## config.mk

```make
export PLATFORM = sky130hd
export DESIGN_NAME = mtm_alu_deserializer
export DESIGN_NICKNAME = d
export VERILOG_FILES = /design/src/rtl/mtm_alu_deserializer.sv
export SDC_FILE = /design/constraint.sdc
export NUM_CORES = 1
export LEC_CHECK = 0
export ABC_AREA = 1
export BUFFER_PORTS_ARGS = -buffer_cell sky130_fd_sc_hd__buf_2
export CORE_ASPECT_RATIO = 0.7
export CORE_MARGIN = 2
export CORE_UTILIZATION = 39
export CTS_CLUSTER_SIZE = 20
export DETAILED_ROUTE_END_ITERATION = 10
export PLACE_DENSITY = 0.61
export SLEW_MARGIN = 20
export SYNTH_ARGS = -nofsm -noshare
export SYNTH_HDL_FRONTEND = slang
export SYNTH_SLANG_ARGS = --single-unit
```

## constraint.sdc

```tcl
create_clock -name clk -period 7.7 [get_ports clk]
set_input_delay 0 -clock clk [delete_from_list [all_inputs] [get_ports clk]]
set_output_delay 0 -clock clk [all_outputs]
set_load 0.05 [all_outputs]
```

## src/rtl/mtm_alu_deserializer.sv

```systemverilog
// Serial packet deserializer for the ALU: assembles 8 data frames plus one command frame
// into A, B and CTL, checking framing, byte count and the CRC-4 before presenting a result.
module mtm_alu_deserializer #(
  parameter logic [7:0] IDLE_CTL = 8'hFF,
  parameter logic [7:0] ERR_DATA = 8'hC9,
  parameter logic [7:0] ERR_CRC  = 8'hA5
) (
  input  logic        clk,
  input  logic        rst_n,
  input  logic        sin,
  output logic [31:0] A,
  output logic [31:0] B,
  output logic [7:0]  CTL,
  output logic        valid
);

  typedef enum logic [2:0] {StIdle, StFlag, StData, StStop, StWaitHigh} state_e;

  state_e      state_q, state_d;
  logic [2:0]  bit_cnt_q, bit_cnt_d;
  logic        flag_q, flag_d;
  logic [7:0]  shift_q, shift_d;
  logic [3:0]  byte_cnt_q, byte_cnt_d;
  logic        ovf_q, ovf_d;
  logic [63:0] data_q, data_d;
  logic [31:0] a_d, b_d;
  logic [7:0]  ctl_d;
  logic        valid_d;
  logic [2:0]  byte_idx;
  logic [3:0]  crc_calc;

  // Serial CRC-4 (x^4+x+1, init 0, MSB first) unrolled into one combinational pass.
  function automatic logic [3:0] crc4(input logic [67:0] msg);
    logic [3:0] crc;
    logic       fb;
    crc = 4'b0000;
    for (int i = 67; i >= 0; i--) begin
      fb  = crc[3] ^ msg[i];
      crc = {crc[2:0], 1'b0} ^ (fb ? 4'b0011 : 4'b0000);
    end
    return crc;
  endfunction

  assign byte_idx = 3'(3'd7 - byte_cnt_q[2:0]);
  assign crc_calc = crc4({data_q, 1'b1, shift_q[6:4]});

  always_ff @(posedge clk) begin
    if (!rst_n) begin
      state_q    <= StIdle;
      bit_cnt_q  <= 3'd0;
      flag_q     <= 1'b0;
      shift_q    <= 8'd0;
      byte_cnt_q <= 4'd0;
      ovf_q      <= 1'b0;
      data_q     <= 64'd0;
      A          <= 32'd0;
      B          <= 32'd0;
      CTL        <= IDLE_CTL;
      valid      <= 1'b0;
    end else begin
      state_q    <= state_d;
      bit_cnt_q  <= bit_cnt_d;
      flag_q     <= flag_d;
      shift_q    <= shift_d;
      byte_cnt_q <= byte_cnt_d;
      ovf_q      <= ovf_d;
      data_q     <= data_d;
      A          <= a_d;
      B          <= b_d;
      CTL        <= ctl_d;
      valid      <= valid_d;
    end
  end

  always_comb begin
    state_d    = state_q;
    bit_cnt_d  = bit_cnt_q;
    flag_d     = flag_q;
    shift_d    = shift_q;
    byte_cnt_d = byte_cnt_q;
    ovf_d      = ovf_q;
    data_d     = data_q;
    a_d        = A;
    b_d        = B;
    ctl_d      = IDLE_CTL;
    valid_d    = 1'b0;
    case (state_q)
      StIdle: begin
        if (!sin) state_d = StFlag;
      end
      StFlag: begin
        flag_d    = sin;
        bit_cnt_d = 3'd7;
        state_d   = StData;
      end
      StData: begin
        shift_d   = {shift_q[6:0], sin};
        bit_cnt_d = bit_cnt_q - 3'd1;
        if (bit_cnt_q == 3'd0) state_d = StStop;
      end
      StStop: begin
        if (sin) begin
          state_d = StIdle;
          if (!flag_q) begin
            if (byte_cnt_q < 4'd8) begin
              // First byte lands in B[31:24], i.e. the top of the {B, A} buffer.
              data_d[{byte_idx, 3'b000} +: 8] = shift_q;
              byte_cnt_d = byte_cnt_q + 4'd1;
            end else begin
              ovf_d = 1'b1;
            end
          end else begin
            valid_d    = 1'b1;
            byte_cnt_d = 4'd0;
            ovf_d      = 1'b0;
            if (byte_cnt_q != 4'd8 || ovf_q) begin
              ctl_d = ERR_DATA;
            end else if (crc_calc != shift_q[3:0]) begin
              ctl_d = ERR_CRC;
            end else begin
              ctl_d = shift_q;
              b_d   = data_q[63:32];
              a_d   = data_q[31:0];
            end
          end
        end else begin
          // Bad stop bit: report now, then wait for the line to recover before hunting starts.
          state_d    = StWaitHigh;
          valid_d    = 1'b1;
          ctl_d      = ERR_DATA;
          byte_cnt_d = 4'd0;
          ovf_d      = 1'b0;
        end
      end
      StWaitHigh: begin
        if (sin) state_d = StIdle;
      end
      default: state_d = StIdle;
    endcase
  end

endmodule

```

==> flow_summary_export.csv <==
group,metric,value,unit
yosys,syn_area_per_cell,6.14,sq um
clocking,cts.sinks,157,
clocking,cts_tree,"done",
worst_setup_path,arrival,7230,ps
detailed_routing,ant_nets,0,
detailed_routing,dr.pass1.iters,5,
clocking,h-tree-depth,4,
worst_setup_path,required,8030,ps
die,chipHeight,131,microns
layout,instances_no_fill,1860,
timing,skew,19.5,ps
layout,drive_gt1_share,14.6,%
clocking,clockRootBuffer,"clkbuf_16",
worst_setup_path,reg2reg_depth,62,
yosys,syn_inst,1471,
timing,finalSetupViolCount,0,
detailed_routing,met3WireLength,1450,microns
detailed_routing,top_layer,"met4",
timing,rsz0062_at_grt,"yes",
detailed_routing,first_iter_violations,786,
clocking,cts_buffers,17,
detailed_routing,met2_length,10000,microns
clocking,cts.clk_slew.worst_paths,70,ps
worst_setup_path,cpMaxStageDelayCell,"dfxtp_1",
global_routing,grt_max_degree,76,
hold_path,min_path_cells,3,
yosys,synth_cell_type_count,36,
detailed_routing,drc,0,
hold_path,hold_class,"input port to flip-flop",
detailed_routing,wl_per_cell,13.8,microns
global_routing,gr-total-overflow,0,
layout,fin_util,45.8,%
placement,dp_hpwl,18100,microns
die,rows,46,
placement,place.gp.congestion,0.993,
die,initial_utilization,39.8,%
timing,clock.fmax,145,MHz
worst_setup_path,slowest_delay,450,ps
global_routing,grt_pass1_vias,7938,
global_routing,grt_pass1_wl,39900,microns
yosys,synthesis.area,9030,sq um
clocking,clock_path_buffers,2,
worst_setup_path,crit_type,"flip-flop to flip-flop",
detailed_routing,num_vias,9068,
worst_setup_path,crit_buf_inv,7,
layout,antenna_cells,0,
die,fp.dieW,186,microns
timing,worst_pin_slew,880,ps
yosys,synth_seq_cells,157,
timing,finalHoldWorstSlack,62.3,ps
timing,final.min_clock_period,6900,ps
global_routing,track_usage,20.4,%
worst_setup_path,crit_path_frequent_cell,"nand2_1",
layout,nets,1545,
die,fp.coreArea,22700,sq um
placement,io_buffers,75,
worst_setup_path,cp-end-kind,"flip-flop",
worst_setup_path,path_depth,62,
layout,layout_commonest_cell,"nand2_1",
layout,final_cell_mix,"nand2_1, inv_1, nor2_1",
die,ioPinCount,76,
timing,maxSlewViolCount,0,
placement,post-place-cells,1818,
yosys,seq_area_frac_synth,34.8,%
layout,area_delta_synth_final,14.9,%
timing,max-slew-margin-rel,40.8,%
timing,hold_viol,0,
outcome,status,"finished clean",
worst_setup_path,worst-path-max-fanout,8,
detailed_routing,wl_met1,13900,microns
worst_setup_path,worst_setup_path_start_kind,"flip-flop",
layout,num-fill-cells,2453,
die,dieArea,24400,sq um
detailed_routing,viasPerCell,4.88,
global_routing,antenna_found_initial,0,
yosys,syn_nets,1481,
flow_run,drv_cap,0,
worst_setup_path,path_delay_family,"simple AND/OR/NAND/NOR gates",
timing,min_period_over_period,89.6,%
detailed_routing,drt_wl_total,25700,microns
clocking,clkLatencyLatePin,440,ps
yosys,yosys_warnings,0,
-- area by class of cell --
type	instances	area (sq um)	share of cell area (%)
Clock inverter	11	155	1.49
Sequential cell	157	3140	30.3
Timing Repair Buffer	87	546	5.26
Tap cell	312	390	3.76
Inverter	191	717	6.91
Multi-Input combinational cell	1081	4970	47.8
Clock buffer	21	460	4.44
-- path summary, 6_finish.rpt --
check,slack [ps],from,to
max,800,data_q[60],B[4]
min,60,rst_n,B[30]
max reg2reg,800,data_q[60],B[4]
min reg2reg,460,bit_cnt_q[0],bit_cnt_q[0]
-- kinds of logic after synthesis --
family	after synthesis	share of synthesized area, %
simple gates	914	44.0
buf+inv	235	10.8
flops	157	34.8
compound gates	153	8.99
fa+ha+maj	7	0.970
xor+xnor	5	0.485
-- synthesized netlist by cell type --
cell / number / area share, %
nor2_4: 1 / 0.12
buf_4: 5 / 0.42
buf_1: 2 / 0.083
nand3b_1: 10 / 0.83
a21oi_1: 73 / 4.0
clkbuf_1: 23 / 0.96
nand4_1: 8 / 0.55
clkinv_1: 5 / 0.21
buf_2: 6 / 0.33
nand3_2: 6 / 0.66
o2111ai_1: 1 / 0.097
a211oi_1: 12 / 1.0
ha_1: 7 / 0.97
buf_8: 2 / 0.33
buf_6: 6 / 0.75
o22ai_1: 1 / 0.069
nor2_2: 5 / 0.35
nand3_1: 162 / 9.0
nand2_2: 65 / 4.5
a31oi_1: 2 / 0.14
o21ai_0: 62 / 3.4
nor3_1: 14 / 0.78
o211a_1: 1 / 0.11
or4_1: 1 / 0.083
inv_2: 15 / 0.62
xor2_1: 3 / 0.29
nand2_1: 467 / 19
inv_1: 171 / 7.1
nor2_1: 168 / 7.0
dfxtp_1: 157 / 35
nor4_1: 4 / 0.28
nand3_4: 1 / 0.19
xnor2_1: 2 / 0.19
a21oi_2: 1 / 0.097
nor3_2: 1 / 0.11
nand3b_2: 1 / 0.12
-- routing by layer --
| metal | vias up | track usage [%] |
|---|---|---|
| li1 | 4744 | - |
| met1 | 4043 | 32.0 |
| met2 | 258 | 27.7 |
| met3 | 23 | 3.33 |
| met4 | 0 | 6.30 |
| met5 | - | 0 |
-- sequential cells by signal, indices dropped and copies added (netlist names), 3 cells and up --
register and cells:
shift_q 8, state_q 3, bit_cnt_q 3, CTL 8, A 32, B 32, data_q 64, byte_cnt_q 4
-- worst min-delay path: stages --
cell	delay [ps]
buf_4	240
nand2_1	130
nor2_1	30
-- stage by stage --
stage	instance area [sq um]	setup WS [ps]	setup TNS (ps)
floorplan	9030	2140	0
global placement	9580	726	0
detailed placement	9580	585	0
CTS	10200	557	0
global route	10400	-14.3	-47.3
finish	10400	802	0
-- what timing repair did --
action                                  CTS  global route
hold buffers                              1             0
buffers inserted                          0             4
hold endpoints to repair                  6             0
endpoints found under the setup margin    0            66
resized for setup                         0            12
Power is left out: the tool's default activity adds up to more than one toggle a clock period on the data nets, which glitch-free logic cannot reach.
